<file path="src/rtl/mnk_pkg.sv">
// Shared codes and state encoding for the m,n,k game engine.
package mnk_pkg;

  localparam logic [1:0] CELL_EMPTY    = 2'b00;
  localparam logic [1:0] CELL_PLAYER   = 2'b01;
  localparam logic [1:0] CELL_COMPUTER = 2'b10;

  localparam logic [1:0] RES_NONE     = 2'b00;
  localparam logic [1:0] RES_PLAYER   = 2'b01;
  localparam logic [1:0] RES_COMPUTER = 2'b10;
  localparam logic [1:0] RES_DRAW     = 2'b11;

  typedef enum logic [1:0] {
    S_READY = 2'd0,
    S_CHECK = 2'd1,
    S_DONE  = 2'd2
  } state_e;

  function automatic logic [1:0] side_code(input logic side);
    return side ? CELL_COMPUTER : CELL_PLAYER;
  endfunction

endpackage

</file>
<file path="src/rtl/mnk_line_scan.sv">
// Combinational K-in-a-row detector over every horizontal, vertical,
// diagonal and anti-diagonal window of an N x N board.
module mnk_line_scan
  import mnk_pkg::*;
#(
  parameter  int BOARD_N = 3,
  parameter  int WIN_K   = 3,
  localparam int CELLS   = BOARD_N * BOARD_N
) (
  input  logic [2*CELLS-1:0] board_i,
  output logic               win_o,
  output logic [1:0]         winner_o
);

  // One slot per (direction, start cell); slots whose window leaves the board stay 0.
  logic [4*CELLS-1:0] p_hit;
  logic [4*CELLS-1:0] c_hit;

  for (genvar d = 0; d < 4; d++) begin : g_dir
    localparam int DR = (d == 0) ? 0 : 1;
    localparam int DC = (d == 0) ? 1 : (d == 1) ? 0 : (d == 2) ? 1 : -1;
    for (genvar r = 0; r < BOARD_N; r++) begin : g_row
      for (genvar c = 0; c < BOARD_N; c++) begin : g_col
        localparam int SLOT  = d * CELLS + r * BOARD_N + c;
        localparam int START = r * BOARD_N + c;
        localparam int ER    = r + (WIN_K - 1) * DR;
        localparam int EC    = c + (WIN_K - 1) * DC;
        if (ER < BOARD_N && EC >= 0 && EC < BOARD_N) begin : g_win
          logic [WIN_K-1:0] eq;
          logic             all_same;
          for (genvar k = 0; k < WIN_K; k++) begin : g_cell
            localparam int IDX = (r + k * DR) * BOARD_N + (c + k * DC);
            if (k == 0) begin : g_first
              assign eq[k] = board_i[2*IDX +: 2] != CELL_EMPTY;
            end else begin : g_rest
              assign eq[k] = board_i[2*IDX +: 2] == board_i[2*START +: 2];
            end
          end
          assign all_same    = &eq;
          assign p_hit[SLOT] = all_same && (board_i[2*START +: 2] == CELL_PLAYER);
          assign c_hit[SLOT] = all_same && (board_i[2*START +: 2] == CELL_COMPUTER);
        end else begin : g_nowin
          assign p_hit[SLOT] = 1'b0;
          assign c_hit[SLOT] = 1'b0;
        end
      end
    end
  end

  assign win_o    = (|p_hit) | (|c_hit);
  assign winner_o = (|c_hit) ? CELL_COMPUTER : (|p_hit) ? CELL_PLAYER : CELL_EMPTY;

endmodule

</file>
<file path="src/rtl/mnk_game_engine.sv">
// N x N, K-in-a-row two-sided game engine: move handshake, legality checks,
// one-cycle win/draw evaluation and a frozen final board until new_game.
module mnk_game_engine
  import mnk_pkg::*;
#(
  parameter  int BOARD_N = 3,
  parameter  int WIN_K   = 3,
  localparam int CELLS   = BOARD_N * BOARD_N,
  localparam int POS_W   = $clog2(CELLS)
) (
  input  logic               clock,
  input  logic               reset,
  input  logic               new_game,
  input  logic               move_valid,
  input  logic               move_side,
  input  logic [POS_W-1:0]   move_pos,
  output logic               move_ready,
  output logic               illegal,
  output logic [2*CELLS-1:0] board,
  output logic               turn,
  output logic [1:0]         result,
  output logic               game_over,
  output logic [POS_W:0]     move_count
);

  state_e             state_q, state_d;
  logic [2*CELLS-1:0] board_q, board_d;
  logic               turn_q, turn_d;
  logic [1:0]         result_q, result_d;
  logic [POS_W:0]     count_q, count_d;
  logic               illegal_q, illegal_d;

  logic [CELLS-1:0]   hit;
  logic [CELLS-1:0]   occ;
  logic               pos_ok;
  logic               accept;
  logic               legal;
  logic               wr_en;
  logic               board_full;
  logic               scan_win;
  logic [1:0]         scan_winner;

  assign accept     = move_valid && (state_q == S_READY);
  assign pos_ok     = {1'b0, move_pos} < (POS_W+1)'(CELLS);
  assign legal      = pos_ok && !(|(hit & occ)) && (move_side == turn_q);
  assign wr_en      = accept && legal;
  assign board_full = count_q == (POS_W+1)'(CELLS);

  // new_game wins over a same-cycle write, so a move offered with it is dropped.
  for (genvar i = 0; i < CELLS; i++) begin : g_cell
    assign hit[i] = move_pos == POS_W'(i);
    assign occ[i] = board_q[2*i +: 2] != CELL_EMPTY;
    assign board_d[2*i +: 2] = new_game          ? CELL_EMPTY :
                               (wr_en && hit[i]) ? side_code(move_side) :
                                                   board_q[2*i +: 2];
  end

  mnk_line_scan #(
    .BOARD_N (BOARD_N),
    .WIN_K   (WIN_K)
  ) u_scan (
    .board_i  (board_q),
    .win_o    (scan_win),
    .winner_o (scan_winner)
  );

  always_ff @(posedge clock or posedge reset) begin
    if (reset) state_q <= S_READY;
    else       state_q <= state_d;
  end

  always_comb begin
    state_d = state_q;
    if (new_game) begin
      state_d = S_READY;
    end else begin
      unique case (state_q)
        S_READY: if (wr_en) state_d = S_CHECK;
        S_CHECK: state_d = (scan_win || board_full) ? S_DONE : S_READY;
        S_DONE:  state_d = S_DONE;
        default: state_d = S_READY;
      endcase
    end
  end

  // Only the side that just moved can complete a line, so a win on the last cell beats the draw.
  always_comb begin
    turn_d    = turn_q;
    result_d  = result_q;
    count_d   = count_q;
    illegal_d = 1'b0;
    if (new_game) begin
      turn_d   = 1'b0;
      result_d = RES_NONE;
      count_d  = '0;
    end else begin
      unique case (state_q)
        S_READY: begin
          if (accept) begin
            if (legal) count_d = count_q + (POS_W+1)'(1);
            else       illegal_d = 1'b1;
          end
        end
        S_CHECK: begin
          if (scan_win)        result_d = scan_winner;
          else if (board_full) result_d = RES_DRAW;
          else                 turn_d   = ~turn_q;
        end
        default: ;
      endcase
    end
  end

  always_ff @(posedge clock or posedge reset) begin
    if (reset) begin
      board_q   <= '0;
      turn_q    <= 1'b0;
      result_q  <= RES_NONE;
      count_q   <= '0;
      illegal_q <= 1'b0;
    end else begin
      board_q   <= board_d;
      turn_q    <= turn_d;
      result_q  <= result_d;
      count_q   <= count_d;
      illegal_q <= illegal_d;
    end
  end

  always_comb begin
    move_ready = state_q == S_READY;
    game_over  = state_q == S_DONE;
    illegal    = illegal_q;
    board      = board_q;
    turn       = turn_q;
    result     = result_q;
    move_count = count_q;
  end

endmodule
</file>
<file path="config.mk">
export PLATFORM = sky130hd
export DESIGN_NAME = mnk_game_engine
export DESIGN_NICKNAME = d
export VERILOG_FILES = /design/src/rtl/mnk_pkg.sv /design/src/rtl/mnk_line_scan.sv /design/src/rtl/mnk_game_engine.sv
export SDC_FILE = /design/constraint.sdc
export NUM_CORES = 1
export LEC_CHECK = 0
export CORE_MARGIN = 5
export CORE_UTILIZATION = 40
export CTS_CLUSTER_DIAMETER = 30
export CTS_CLUSTER_SIZE = 30
export DETAILED_ROUTE_END_ITERATION = 7
export HOLD_SLACK_MARGIN = 0.06
export PLACE_DENSITY = 0.68
export SYNTH_ARGS = -nofsm -noshare
export SYNTH_HDL_FRONTEND = slang
export SYNTH_SLANG_ARGS = --single-unit
</file>
<file path="constraint.sdc">
create_clock -name clock -period 2.55 [get_ports clock]
set_clock_uncertainty 0.2 [all_clocks]
set_input_delay 0.3825 -clock clock [delete_from_list [all_inputs] [get_ports clock]]
set_output_delay 0.3825 -clock clock [all_outputs]
set_load 0.01 [all_outputs]
</file>
# == Word-level counts from Yosys, hierarchy flattened ==
# Index checks and enable logic that the tools add are counted.
# word_totals
reg_bits,29
inputBits,9
output_inout_bits,29
# op_classes
addsub,1
magnitude_cmp,1
n_eq_ne,41
muxes,41
n_bitwise,3
n_reduce_logical,70
# ops
operator,n
2-bit two-way mux,27
2-bit nonzero test,22
2-bit equality test,16
3-bit AND reduction,10
1-bit logical AND,29
5-bit two-way mux,4
"4-bit by 3-bit equality test with 1-bit output, second input constant",4
8-bit OR reduction,2
"2-bit by 1-bit equality test with 1-bit output, second input constant",6
"2-bit equality test, second input constant",6
9-bit bitwise AND,1
1-bit two-way mux,9
9-bit OR reduction,1
"4-bit by 2-bit equality test with 1-bit output, second input constant",2
2-bit one-hot mux with 3 select lines,1
"5-bit by 1-bit adder with 5-bit output, second input constant",1
"5-bit by 4-bit equality test with 1-bit output, second input constant",1
"4-bit by 1-bit equality test with 1-bit output, second input constant",1
"4-bit equality test, second input constant",1
4-bit zero test,1
"4-bit less-than comparator, second input constant",1
"2-bit inequality test, second input constant",2
"3-bit by 2-bit inequality test with 1-bit output, second input constant",1
3-bit nonzero test,1
7 further kinds,7

# == Depth between registers and ports, before layout ==
# logic_depth
depth_word,10
depth_mapped,6
depth_no_buf,5

# == By module ==
# Synthesis repeated with hierarchy kept, for this count alone.
# hier_totals
hier_cells,190
area_unflattened_um2,1774.2
# modules_own_cells
module,n_inst,cells_each,area_each_um2,seq_area_each_um2
mnk_game_engine,1,159,1493.9,725.7
mnk_line_scan,1,31,280.3,0.0

# == Worst setup path before layout ==
# No wires, ideal clock.
# synth_path
path_type,reg2reg
from,"reg board_q[17], in the netlist board[17]"
to,"reg count_q[0], in the netlist move_count[0]"
setup_time_ns,0.125
arrival_time_ns,1.943
slack_ns,0.281
stages_incl_launch_ff,7
period_less_slack_ns,2.269
cell_sequence,dfrtp_1 or4_4 o21ai_4 o211a_1 and3_1 buf_6 mux2_4
# synth_between
elab_chain_cells,8
# synth_lines
item,line_no,rtl
"start, declared",mnk_game_engine.sv:27,"logic [2*CELLS-1:0] board_q, board_d;"
"start signal, assigned",mnk_game_engine.sv:122,board_q <= board_d;
2-bit nonzero test,mnk_game_engine.sv:52,assign occ[i] = board_q[2*i +: 2] != CELL_EMPTY;
9-bit bitwise AND,mnk_game_engine.sv:45,assign legal = pos_ok && !(|(hit & occ)) && (move_side == turn_q);
9-bit OR reduction,mnk_game_engine.sv:45,
1-bit zero test,mnk_game_engine.sv:45,
1-bit logical AND (2 in a row),mnk_game_engine.sv:45,
2-bit nonzero test (no source line),n/a,
3-bit AND reduction (no source line),n/a,
"end signal, assigned",mnk_game_engine.sv:125,count_q <= count_d;
"end, declared",mnk_game_engine.sv:30,"logic [POS_W:0] count_q, count_d;"
# No other way between the ends.
# A chain may end at the register's enable or synchronous reset.

# == Final worst setup path ==
# layout_path
from,"reg board_q[13], in the netlist board[13]"
to,"reg turn_q, in the netlist turn"
# layout_between
elab_chain_cells,7
elab_cells_between_ends,21
classes_between,7 x eq/ne; 1 x bitwise; 13 x reduce/logical
# layout_lines
item,line_no,rtl
2-bit equality test or 2-bit nonzero test (tied branches),"mnk_line_scan.sv:36, mnk_line_scan.sv:34",
3-bit AND reduction,mnk_line_scan.sv:39,assign all_same = &eq;
1-bit logical AND (on tied branches),"mnk_line_scan.sv:40, mnk_line_scan.sv:41",
8-bit OR reduction,mnk_line_scan.sv:50,assign win_o = (|p_hit) | (|c_hit);
1-bit OR *,mnk_line_scan.sv:50,
2-bit inequality test (no source line) *,n/a,
3-bit AND reduction (no source line) *,n/a,
"end signal, assigned",mnk_game_engine.sv:123,turn_q <= turn_d;
"end, declared",mnk_game_engine.sv:28,"logic turn_q, turn_d;"
# Every way passes the cells marked *; elsewhere a longest branch is shown, timed or not.

==> impl_metrics.env <==
export IMPL_run_status="completed"
export IMPL_grt_max_degree=30
export IMPL_drt_pass1_iter_count=4
export IMPL_slowest_delay_ns=0.49
export IMPL_crit_family="simple AND/OR/NAND/NOR gates"
export IMPL_clock_path_buffers=2
export IMPL_path_class="flop to flop"
export IMPL_root_buffer="clkbuf_8"
export IMPL_avgSynthCellArea_um2=10.1
export IMPL_crit_path_frequent_cell="o311ai_1"
export IMPL_dieHeight_um=76.1
export IMPL_drtAntennaViolNets=0
export IMPL_synth_common_cells="dfrtp_1 (29), nor2_1 (25), nor4bb_1 (17), a22o_1 (10), inv_1 (9)"
export IMPL_arrival_ns=2.37
export IMPL_initial_core_util=0.407
export IMPL_synth_seq_area_share=0.415
export IMPL_fmax_ghz=0.416
export IMPL_cp_max_fo=9
export IMPL_grt_remaining_overflow=0
export IMPL_synth_seq_cells=29
export IMPL_start_kind="flop"
export IMPL_setup_violations_final=0
export IMPL_place_congestion=0.899
export IMPL_num_rows=24
export IMPL_end_kind="flop"
export IMPL_clk_insertion_delay_late_ns=0.28
export IMPL_grt_first_pass_wirelength_um=8510
export IMPL_place_ws_ns=-0.0629
export IMPL_netlist_area_um2=1750
export IMPL_synth_mux_area_frac=0.0408
export IMPL_drt_iter0_markers=233
export IMPL_post_cts_resize_count=0
export IMPL_ios=38
export IMPL_ys_flop_type="dfrtp_1"
export IMPL_slowest_stage="dfrtp_1"
export IMPL_synth_top_family_by_area="simple AND/OR/NAND/NOR gates"
export IMPL_min_period_over_period=0.942
export IMPL_synth_compound_area_frac=0.213
export IMPL_numCtsBuffers=5
export IMPL_postCtsSetupBuffers=0
export IMPL_worst_slack_ns=0.148
export IMPL_port_buffers=37
export IMPL_yosys_area_top_type="dfrtp_1"
export IMPL_htree_num_levels=2
export IMPL_grt_pass1_vias=1751
export IMPL_maxCapViolations=0
export IMPL_synth_edff_count=0
export IMPL_drt_total_wl_um=5000
export IMPL_drive_gt1_frac=0.149
export IMPL_async_reset_ff_frac=1.00
export IMPL_hold_violations=0
export IMPL_cts_num_sinks=29
export IMPL_hold_class="input pin to async pin"
export IMPL_yosysMostFrequentCell="dfrtp_1"
export IMPL_hpwlAfterDp_um=3720
export IMPL_tightest_slew_ns=0.606
export IMPL_p_leak_uw=0.000936
export IMPL_wire_per_inst_um=17.9
export IMPL_synth_top_area_frac=0.415
export IMPL_hold_buffers=0
export IMPL_synthCells=173
export IMPL_tritoncts="built"
export IMPL_finalNetCount=238
export IMPL_cp_data_required_time_ns=2.51
export IMPL_yosys_area_share_xor_xnor=0.00501
export IMPL_coreArea_um2=4290
export IMPL_grtUsageTotal=0.177
export IMPL_synth_fa_ha_area_frac=0.0143
export IMPL_peakVddDrop_mv=0.332
export IMPL_worst_path_buf_inv=1
export IMPL_die_width_um=76.1
export IMPL_die_area_um2=5800
export IMPL_drv_slew=0
export IMPL_slew_headroom=0.591
export IMPL_synth_area_leaders="dfrtp_1 (41%), nor4bb_1 (9.7%), nor2_1 (5.4%)"
export IMPL_yosysWarnings=0
export IMPL_synth_distinct_cells=47
export IMPL_clk_pin_slew_ns=0.07
export IMPL_areaGrowthSynthToFinish_pct=38.4
export IMPL_viasPerCell=6.09
export IMPL_diodes=0
export IMPL_remaining_drc_errors=0
export IMPL_synth_simple_gate_area_frac=0.271
export IMPL_antenna_found_initial=0
export IMPL_crit_chain="nor4bb_1, o311ai_1, o311ai_1, buf_4, nor4b_1, mux2_1"
export IMPL_rsz0062_at_grt="false"
export IMPL_placed_area_um2=2290
export IMPL_synth_nets=184
export IMPL_design_area_um2=2420
export IMPL_period_needed_ns=2.40
export IMPL_dr_total_vias=1705
export IMPL_powerDensity_nw_per_um2=485
## sequential cells by signal, summed over array words and instances, names as in the netlist
register    flops
board          18
move_count      5
result          2
state_q         2
illegal         1
turn            1
## worst reg2reg max path: cells and delay by family (launching register included)
kind,cells,cell delay [ns]
multiplexers,1,0.36
buffers and inverters,1,0.18
AND/OR/NAND/NOR,2,0.54
flip-flops,1,0.49
AO/OA/AOI/OAI,2,0.52
## layout make-up
type                            count  area, µm²
Tap cell                           52       65.1
Clock buffer                        5       68.8
Inverter                           11       41.3
Sequential cell                    29        726
Multi-Input combinational cell    127        952
Clock inverter                      3       65.1
Fill cell                         380       1870
Timing Repair Buffer               53        503
## kinds of logic after synthesis
| logic type | Yosys count |
|---|---|
| adder cells (fa/ha/maj) | 2 |
| multiplexers | 4 |
| AO/OA/AOI/OAI | 43 |
| flip-flops | 29 |
| buffers and inverters | 17 |
| AND/OR/NAND/NOR | 77 |
| XOR/XNOR | 1 |
## placed cells by master, fill, tap and decap left out, types with 4 or more instances in the layout
master,n
dfrtp_1,29
buf_4,15
nand3_1,6
nor4bb_1,17
clkbuf_8,5
nor2_1,25
inv_1,9
clkdlybuf4s50_1,37
nor2b_1,5
o21ai_0,4
a32o_1,4
nor3_1,5
a22o_1,10
## final timing paths
check	from	end	slack [ns]	cells past startpoint
worst max-delay path	board[13]$_DFFE_PP0P_	turn$_DFFE_PP0P_	0.15	6
worst min-delay path	reset	result[0]$_DFFE_PP0P_	0.28	3
worst max register to register	board[13]$_DFFE_PP0P_	turn$_DFFE_PP0P_	0.15	6
worst min register to register	result[0]$_DFFE_PP0P_	result[0]$_DFFE_PP0P_	0.36	2
max in group asynchronous	reset	board[9]$_DFFE_PP0P_	1.59	3
min in group clock	result[0]$_DFFE_PP0P_	result[0]$_DFFE_PP0P_	0.36	2
## metal layers
layer	vias up	share of wire	track usage
met4	0	0.012	0.0717
met2	68	0.49	0.283
li1	777	-	-
met5	-	0	0
met3	7	0.070	0.0449
met1	853	0.43	0.228
## power by group
group          switching (µW)  total (µW)  internal, µW
clock network             180         568           388
registers                8.62         474           466
logic                    71.0         131          59.8
## metrics by stage
step	total power [µW]	instances	util	hold WS, ns	TNS (ns)
6_report	1170	280	0.564	0.283	0
5_1_grt	1220	280	0.564	0.340	0
4_1_cts	1190	280	0.564	0.298	0
3_5_place_dp	613	272	0.533	0.349	-0.427
3_3_place_gp	610	272	0.533	0.336	-0.275
2_1_floorplan	549	173	-	0.261	0
Note: power is estimated with default switching activity, not from simulation.
